<file path="src/rtl/fp_test_pkg.sv">
// Shared types and constants for the FP adder operand sequencer.
package fp_test_pkg;

  // Sequencer states; the 3-bit codes are also shown on the LEDs.
  typedef enum logic [2:0] {
    ST_LOAD_A    = 3'd0,
    ST_LOAD_B    = 3'd1,
    ST_LOAD_CTRL = 3'd2,
    ST_ISSUE     = 3'd3,
    ST_WAIT      = 3'd4,
    ST_SHOW      = 3'd5,
    ST_ERR       = 3'd6
  } state_e;

  // Control word layout on the switch bank.
  localparam int OPC_LSB  = 0;
  localparam int OPC_W    = 3;
  localparam int MODE_BIT = 3;
  localparam int RND_BIT  = 4;

  // Widest LED bank the error pattern helper can produce.
  localparam int LED_MAX_W = 64;

  // Alternating 1010... pattern of the given width, MSB set.
  function automatic logic [LED_MAX_W-1:0] err_led_pattern(input int width);
    logic [LED_MAX_W-1:0] pat;
    pat = '0;
    for (int i = 0; i < LED_MAX_W; i++) begin
      if ((i < width) && (((width - 1 - i) % 2) == 0)) begin
        pat[i] = 1'b1;
      end else begin
        pat[i] = 1'b0;
      end
    end
    return pat;
  endfunction

endpackage

</file>
<file path="src/rtl/fp_test_sequencer_rise_detect.sv">
// Registered rising-edge detector for a debounced level input.
module rise_detect (
  input  logic clk,
  input  logic rst,
  input  logic d,
  output logic rise
);

  logic d_q;
  logic d_d;

  // Next value of the delayed copy is simply the current level.
  always_comb begin
    d_d = d;
  end

  // Delay register, cleared by synchronous reset.
  always_ff @(posedge clk) begin
    if (rst) begin
      d_q <= 1'b0;
    end else begin
      d_q <= d_d;
    end
  end

  assign rise = d & ~d_q;

endmodule

</file>
<file path="src/rtl/fp_test_sequencer.sv">
// Board-level operand sequencer: loads operands from switches, issues one
// adder operation, waits for valid with timeout, pages result onto LEDs.
module fp_test_sequencer #(
  parameter int DATA_W  = 32,
  parameter int IO_W    = 16,
  parameter int FLAG_W  = 5,
  parameter int TIMEOUT = 1024
) (
  input  logic              clk,
  input  logic              rst,
  input  logic [IO_W-1:0]   sw,
  input  logic              step,
  input  logic              rerun,
  output logic [IO_W-1:0]   led,
  output logic [DATA_W-1:0] op_a,
  output logic [DATA_W-1:0] op_b,
  output logic [2:0]        op_code,
  output logic              mode_fp,
  output logic              round_mode,
  output logic              start,
  output logic              ready_out,
  input  logic [DATA_W-1:0] result,
  input  logic [FLAG_W-1:0] flags,
  input  logic              valid_in,
  output logic              busy,
  output logic              err
);
  import fp_test_pkg::*;

  localparam int NW = DATA_W / IO_W;
  localparam int WW = (NW > 1) ? $clog2(NW) : 1;
  localparam int PW = $clog2(NW + 1);
  localparam int TW = $clog2(TIMEOUT);

  state_e            state_q, state_d;
  logic [WW-1:0]     widx_q, widx_d;
  logic [DATA_W-1:0] op_a_q, op_a_d;
  logic [DATA_W-1:0] op_b_q, op_b_d;
  logic [2:0]        op_code_q, op_code_d;
  logic              mode_fp_q, mode_fp_d;
  logic              round_mode_q, round_mode_d;
  logic              start_q, start_d;
  logic              busy_q, busy_d;
  logic              err_q, err_d;
  logic [DATA_W-1:0] result_q, result_d;
  logic [FLAG_W-1:0] flags_q, flags_d;
  logic [PW-1:0]     page_q, page_d;
  logic [TW-1:0]     tcnt_q, tcnt_d;
  logic              step_rise_s, rerun_rise_s;
  logic [3:0]        widx_led_s;
  logic [IO_W-1:0]   led_s;

  rise_detect u_step_rise (
    .clk  (clk),
    .rst  (rst),
    .d    (step),
    .rise (step_rise_s)
  );

  rise_detect u_rerun_rise (
    .clk  (clk),
    .rst  (rst),
    .d    (rerun),
    .rise (rerun_rise_s)
  );

  // Next-state and datapath updates for the sequencer FSM.
  always_comb begin
    state_d      = state_q;
    widx_d       = widx_q;
    op_a_d       = op_a_q;
    op_b_d       = op_b_q;
    op_code_d    = op_code_q;
    mode_fp_d    = mode_fp_q;
    round_mode_d = round_mode_q;
    result_d     = result_q;
    flags_d      = flags_q;
    page_d       = page_q;
    tcnt_d       = tcnt_q;
    case (state_q)
      ST_LOAD_A: begin
        if (step_rise_s) begin
          op_a_d[32'(widx_q)*IO_W +: IO_W] = sw;
          if (widx_q == WW'(NW - 1)) begin
            widx_d  = '0;
            state_d = ST_LOAD_B;
          end else begin
            widx_d = widx_q + 1'b1;
          end
        end else begin
          state_d = state_q;
        end
      end
      ST_LOAD_B: begin
        if (step_rise_s) begin
          op_b_d[32'(widx_q)*IO_W +: IO_W] = sw;
          if (widx_q == WW'(NW - 1)) begin
            widx_d  = '0;
            state_d = ST_LOAD_CTRL;
          end else begin
            widx_d = widx_q + 1'b1;
          end
        end else begin
          state_d = state_q;
        end
      end
      ST_LOAD_CTRL: begin
        if (step_rise_s) begin
          op_code_d    = sw[OPC_LSB +: OPC_W];
          mode_fp_d    = sw[MODE_BIT];
          round_mode_d = sw[RND_BIT];
          state_d      = ST_ISSUE;
        end else begin
          state_d = state_q;
        end
      end
      ST_ISSUE: begin
        tcnt_d  = '0;
        state_d = ST_WAIT;
      end
      ST_WAIT: begin
        // A valid arriving on the last allowed cycle still counts.
        if (valid_in) begin
          result_d = result;
          flags_d  = flags;
          page_d   = '0;
          state_d  = ST_SHOW;
        end else if (tcnt_q == TW'(TIMEOUT - 1)) begin
          state_d = ST_ERR;
        end else begin
          tcnt_d = tcnt_q + 1'b1;
        end
      end
      ST_SHOW: begin
        if (rerun_rise_s) begin
          page_d  = '0;
          state_d = ST_ISSUE;
        end else if (step_rise_s) begin
          if (page_q == PW'(NW)) begin
            page_d = '0;
          end else begin
            page_d = page_q + 1'b1;
          end
        end else begin
          state_d = state_q;
        end
      end
      ST_ERR: begin
        if (rerun_rise_s) begin
          page_d  = '0;
          state_d = ST_ISSUE;
        end else if (step_rise_s) begin
          widx_d  = '0;
          state_d = ST_LOAD_A;
        end else begin
          state_d = state_q;
        end
      end
      default: begin
        state_d = ST_LOAD_A;
        widx_d  = '0;
      end
    endcase
    start_d = (state_d == ST_ISSUE);
    busy_d  = (state_d == ST_ISSUE) || (state_d == ST_WAIT);
    err_d   = (state_d == ST_ERR);
  end

  // State and datapath registers with synchronous reset.
  always_ff @(posedge clk) begin
    if (rst) begin
      state_q      <= ST_LOAD_A;
      widx_q       <= '0;
      op_a_q       <= '0;
      op_b_q       <= '0;
      op_code_q    <= 3'd0;
      mode_fp_q    <= 1'b0;
      round_mode_q <= 1'b0;
      start_q      <= 1'b0;
      busy_q       <= 1'b0;
      err_q        <= 1'b0;
      result_q     <= '0;
      flags_q      <= '0;
      page_q       <= '0;
      tcnt_q       <= '0;
    end else begin
      state_q      <= state_d;
      widx_q       <= widx_d;
      op_a_q       <= op_a_d;
      op_b_q       <= op_b_d;
      op_code_q    <= op_code_d;
      mode_fp_q    <= mode_fp_d;
      round_mode_q <= round_mode_d;
      start_q      <= start_d;
      busy_q       <= busy_d;
      err_q        <= err_d;
      result_q     <= result_d;
      flags_q      <= flags_d;
      page_q       <= page_d;
      tcnt_q       <= tcnt_d;
    end
  end

  // LED display decoded from registered state only.
  always_comb begin
    led_s = '0;
    if (32'(widx_q) > 32'd15) begin
      widx_led_s = 4'hF;
    end else begin
      widx_led_s = 4'(widx_q);
    end
    case (state_q)
      ST_LOAD_A, ST_LOAD_B, ST_LOAD_CTRL: begin
        led_s[2:0] = state_q;
        led_s[6:3] = widx_led_s;
      end
      ST_ISSUE, ST_WAIT: begin
        led_s[2:0] = state_q;
      end
      ST_SHOW: begin
        if (32'(page_q) < NW) begin
          led_s = result_q[32'(page_q)*IO_W +: IO_W];
        end else begin
          led_s[FLAG_W-1:0] = flags_q;
        end
      end
      ST_ERR: begin
        led_s = IO_W'(err_led_pattern(IO_W));
      end
      default: begin
        led_s[2:0] = state_q;
      end
    endcase
  end

  assign led        = led_s;
  assign op_a       = op_a_q;
  assign op_b       = op_b_q;
  assign op_code    = op_code_q;
  assign mode_fp    = mode_fp_q;
  assign round_mode = round_mode_q;
  assign start      = start_q;
  assign busy       = busy_q;
  assign err        = err_q;
  assign ready_out  = 1'b1;

endmodule
</file>
<file path="config.mk">
export PLATFORM = sky130hd
export DESIGN_NAME = fp_test_sequencer
export DESIGN_NICKNAME = d
export VERILOG_FILES = /design/src/rtl/fp_test_pkg.sv /design/src/rtl/fp_test_sequencer_rise_detect.sv /design/src/rtl/fp_test_sequencer.sv
export SDC_FILE = /design/constraint.sdc
export NUM_CORES = 1
export LEC_CHECK = 0
export CAP_MARGIN = 10
export CORE_UTILIZATION = 60
export CTS_BUF_LIST = sky130_fd_sc_hd__clkbuf_2
export CTS_CLUSTER_DIAMETER = 60
export DETAILED_ROUTE_END_ITERATION = 6
export DONT_BUFFER_PORTS = 1
export GPL_TIMING_DRIVEN = 0
export PLACE_DENSITY = 0.74
export SLEW_MARGIN = 25
export SYNTH_ARGS = -nofsm -noshare
export SYNTH_HDL_FRONTEND = slang
export SYNTH_SLANG_ARGS = --single-unit
</file>
<file path="constraint.sdc">
create_clock -name clk -period 5.4 [get_ports clk]
set_clock_uncertainty 0.1 [all_clocks]
set_input_delay 0.54 -clock clk [delete_from_list [all_inputs] [get_ports clk]]
set_output_delay 0.54 -clock clk [all_outputs]
set_load 0.02 [all_outputs]
</file>
; ---- Yosys cells after proc, flatten, opt, wreduce, memory -nomap -nowiden
; Index checks and enable logic that the tools add are counted.
[word_totals]
ff_bits = 127
in_bits = 58
elab_cells = 94
out_inout_bits = 89
[op_classes]
n_bitwise = 5
eq_ne = 19
add_sub_neg = 4
n_shift = 3
n_mux = 32
reduce_logical = 14
n_lt_le_gt_ge = 1
[ops]
columns = op, count
row1 = $bwmux W32, 2
row2 = $neg A5 Y34, 1
row3 = $shift A16 B34 Y32 const A, 1
row4 = $shiftx A16 B34 Y32, 1
row5 = $shiftx A32 B7 Y16, 1
row6 = $mux W3, 10
row7 = $pmux W3 S7, 1
row8 = $mux W10, 2
row9 = $pmux W10 S2, 1
row10 = $pmux W9 S2, 1
row11 = $eq A3 B3 Y1 const B, 5
row12 = $ne A2 B2 Y1 const B, 6
row13 = $pmux W4 S3, 1
row14 = $mux W11, 1
row15 = $add A10 B1 Y10 const B, 1
row16 = $eq A10 B10 Y1 const B, 1
row17 = $mux W2, 5
row18 = $eq A3 B2 Y1 const B, 3
row19 = $reduce_and A2 Y1, 4
row20 = $reduce_and A4 Y1, 2
row21 = $pmux W2 S3, 1
row22 = $pmux W3 S2, 1
row23 = $mux W5, 1
row24 = $mux W1, 4
row25 = other kinds (18), 21

; ---- Logic depth before layout (Yosys ltp)
[logic_depth]
depth_word = 7
mapped_depth = 8
mapped_depth_nobuf = 6

; ---- By module
; From an unflattened synthesis, not the netlist that was laid out.
[hier_totals]
hier_cells = 650
hier_area_um2 = 5171.2
[modules_own_cells]
columns = module, cells_per_inst, area_per_inst_um2, seq_area_each_um2, n_inst
row1 = fp_test_sequencer, 644, 5076.1, 2502.4, 1
row2 = rise_detect, 3, 47.5, 20.0, 2

; ---- Worst setup path after synthesis
; OpenSTA, ideal clock, no wires.
[synth_timing]
path_kind = register to output
startpoint = register page_q[0]
endpoint = output led[15]
stages_incl_launch_ff = 5
required_time_ns = 4.760
arrival_time_ns = 1.528
path_buffers = 2
slack_ns = 3.232
path_cell_list = dfxtp_1 -> buf_2 -> clkbuf_1 -> mux2i_1 -> o21ai_0
[synth_via]
elab_chain_len = 3
word_cells_on_any_way = 4
classes_between = order compare (1) / shift (1) / mux (2)
[synth_rtl]
columns = item, line
row1 = start: declaration, fp_test_sequencer.sv:47  ; logic [PW-1:0] page_q, page_d;
row2 = start signal: assignment, fp_test_sequencer.sv:199  ; page_q <= page_d;
row3 = $shiftx A32 B7 Y16 / $lt A2 B2 Y1 (equally long branches), "fp_test_sequencer.sv:222, fp_test_sequencer.sv:221"
row4 = $mux W11 *, fp_test_sequencer.sv:221  ; if (32'(page_q) < NW) begin
row5 = $pmux W9 S2 *, fp_test_sequencer.sv:212  ; case (state_q)
row6 = end: declaration, fp_test_sequencer.sv:14  ; output logic [IO_W-1:0] led,
; Mark *: on every way between the ends. The rest lies on a longest branch, timed or not.

; ---- Final worst setup path
[layout_timing]
startpoint = register state_q[0]
endpoint = output led[11]
[layout_via]
elab_chain_len = 2
word_cells_on_any_way = 3
classes_between = eq/ne (2) / mux (1)
[layout_rtl]
columns = item, line
row1 = start: declaration, fp_test_sequencer.sv:35  ; state_e state_q, state_d;
row2 = start signal: assignment, fp_test_sequencer.sv:187  ; state_q <= state_d;
row3 = $eq A3 B3 Y1, fp_test_sequencer.sv:212
row4 = $pmux W9 S2 *, fp_test_sequencer.sv:212
; Marked as above.

==> impl_metrics.json <==
{
  "cp.depth": 4,
  "fin_crit_sh_pct": 59.4,
  "cp.arrival_ns": 2.57,
  "setup_slack_ns": 2.19,
  "cts_made_buffers": 17,
  "die_area_mm2": 0.00900,
  "syn_area_mm2": 0.00517,
  "slew_violations": 0,
  "grt_pass1_vias": 4502,
  "rsz0062_at_grt": "false",
  "viasPerCell": 5.78,
  "wirelength_um": 13600,
  "cts_setup_buffers": 0,
  "worst-path-buf-inv": 2,
  "portBuffers": 0,
  "drt-initial-drc-count": 368,
  "synth_nets": 695,
  "ys_warn_count": 0,
  "ys_seq_area_share_pct": 49.2,
  "utilization_pct": 73.2,
  "yosysTopAreaCellShare_pct": 49.2,
  "cts_root_buffer": "clkbuf_2",
  "grt_max_degree": 17,
  "dp_hpwl_um": 9110,
  "drive_above_1_share_pct": 7.76,
  "antenna_found_initial": 0,
  "synthArstFlopShare_pct": 0,
  "slowest_stage": "o21ai_0",
  "synth_area_leader_cell": "dfxtp_1",
  "clk_pin_slew_ns": 0.19,
  "critical_path.endpoint_type": "output port",
  "cp_top_family": "compound AO/OA/AOI/OAI gates",
  "fmax_ghz": 0.312,
  "gp_congestion": 0.874,
  "dp_slack_ns": 2.95,
  "r2r_start": "state_q[2]",
  "synthCells": 635,
  "syn_to_final_growth_pct": 17.5,
  "tritoncts": "done",
  "finalHoldViolCount": 0,
  "core_area_mm2": 0.00830,
  "cp.required_ns": 4.76,
  "die_x_um": 94.9,
  "drtAntennaViolNets": 0,
  "finalSetupViolations": 0,
  "grt.overflow.total": 0,
  "ios": 147,
  "firstDrtPassIters": 5,
  "synth_common_cells": "183 x nand2_1, 127 x dfxtp_1, 101 x a21oi_1, 35 x nor2_1, 32 x mux2i_1",
  "worst_slew_margin_rel_pct": 44.2,
  "grt_first_pass_wirelength_um": 21300,
  "die_h_um": 94.9,
  "nets": 769,
  "fin_crit_ns": 3.21,
  "synth_area_per_cell_um2": 8.15,
  "critical_path.cell_chain": "buf_2 > nand4bb_1 > clkbuf_1 > o21ai_0",
  "p_leak_nw": 2.10,
  "hold_class": "input pin to flop",
  "grt.total_usage_pct": 30.7,
  "clkSinkCount": 127,
  "via_count": 4784,
  "yosysMostFrequentCell": "nand2_1",
  "ctsHtreeMaxLevel": 4,
  "dpl.cell_count": 740,
  "crit_path_max_incr_delay_ns": 0.65,
  "clk_latency_ns": 0.65,
  "synth-edff-count": 0,
  "yosysUniqueCellTypes": 51,
  "critPathLaunch": "state_q[0]",
  "drc_errors": 0,
  "setup_tns_ns": 0,
  "post_drt_wl_per_cell_um": 16.4,
  "synth_ff_type": "dfxtp_1",
  "crit_type": "flop to output port",
  "endpoint": "led[11]",
  "synth_area_leaders": "dfxtp_1 49%, nand2_1 13%, a21oi_1 9.8%, mux2i_1 6.2%, nor2_1 2.5%",
  "instances_no_fill": 827,
  "p_per_area_mw_per_mm2": 273,
  "tightestPinTransition_ns": 0.831,
  "status": "finished, final reports clean",
  "n_antenna_cell": 0,
  "start_util_pct": 62.3,
  "synth-seq-cells": 127,
  "start_kind": "flop",
  "rrSetupSlack_ns": 3.21,
  "irDropWorstVdd_mv": 0.239,
  "std_cell_rows": 33,
  "crit_path_max_fanout": 10,
  "maxCapViolCount": 0,
  "r2r_cells": 5,
  "timing.rr.end": "op_a[30]",
  "cts.path.max_buffers": 2
}
==> cell type report <==
class	count	area, um2
Fill cell	647	2220
Clock buffer	18	90.1
Buffer	44	189
Multi-Input combinational cell	459	2420
Clock inverter	14	133
Sequential cell	127	2540
Timing Repair Buffer	55	551
Inverter	5	18.8
Tap cell	105	131
==> flip-flops by register name, indices dropped and copies added, names as in the netlist, 2 cells and up <==
name and count:
flags_q 5, op_a 32, op_b 32, op_code 3
page_q 2, result_q 32, state_q 3, tcnt_q 10
==> cell usage in the layout (no fill, tap or decap), types with 3 or more instances in the layout <==
master           n
a21oi_1        101
dlygate4sd3_1   55
inv_6            5
nand3_1         13
nor2_1          35
nand2_1        183
nor2b_1          7
nor4_1           3
mux2i_1         32
inv_1            4
o31a_1           3
clkbuf_1        27
o31ai_1          5
or3_1            3
nand4_1          5
nor3_1           4
nand2b_1         5
buf_2           16
dfxtp_1        127
o21ai_0         18
clkbuf_2        18
clkinvlp_4       4
==> timing repair <==
action / 4_1_cts / 5_1_grt
hold buffers: 55 / 0
resized for setup: 0 / 0
endpoints found under the hold margin: 108 / 0
==> metal layers <==
metal	vias up	share of wire, %	track usage [%]
met5	-	0	0
met4	0	2.2	11.0
met3	29	7.8	9.82
met2	194	48	50.0
met1	2243	42	37.9
li1	2318	-	-
==> worst min path at each step <==
stage / from / end / depth (start not counted)
2_1_floorplan: result_q[18] / result_q[18] / 2
3_3_place_gp: result_q[6] / result_q[6] / 2
3_5_place_dp: result_q[11] / result_q[11] / 2
4_1_cts: valid_in / tcnt_q[8] / 4
5_1_grt: valid_in / tcnt_q[8] / 4
6_report: valid_in / tcnt_q[8] / 4
==> through the flow <==
step           total power, mW  instance area [um2]  hold WS, ns
2_1_floorplan             1.07                 5170        0.333
3_3_place_gp              1.08                 5300        0.341
3_5_place_dp              1.09                 5300        0.346
4_1_cts                   1.67                 6080       0.0996
5_1_grt                   1.72                 6080       0.0983
6_report                  1.66                 6080        0.120
==> power breakdown <==
group          switching [mW]  internal, mW
sequential             0.0309         0.956
combinational          0.0694        0.0548
clock                   0.374         0.176
total                   0.475          1.19
==> worst register-to-register path, cell delays in order, from the launching register on <==
cell	delay (ns)
dfxtp_1	0.44
nand4bb_1	0.32
nor3_1	0.70
buf_2	0.37
nand2_1	0.08
a21oi_1	0.12
==> kinds of logic after synthesis <==
group / Yosys count / share of synthesized area (%)
xor gates and xnor gates: 1 / 0.169
DFF: 127 / 49.2
other: 1 / 0.0725
AOI/OAI and AO/OA: 144 / 15.7
buffers and inverters: 49 / 4.02
and+or+nand+nor: 277 / 23.8
adders and majority gates: 2 / 0.484
muxes: 34 / 6.63
Power figures use the tool's default switching activity.
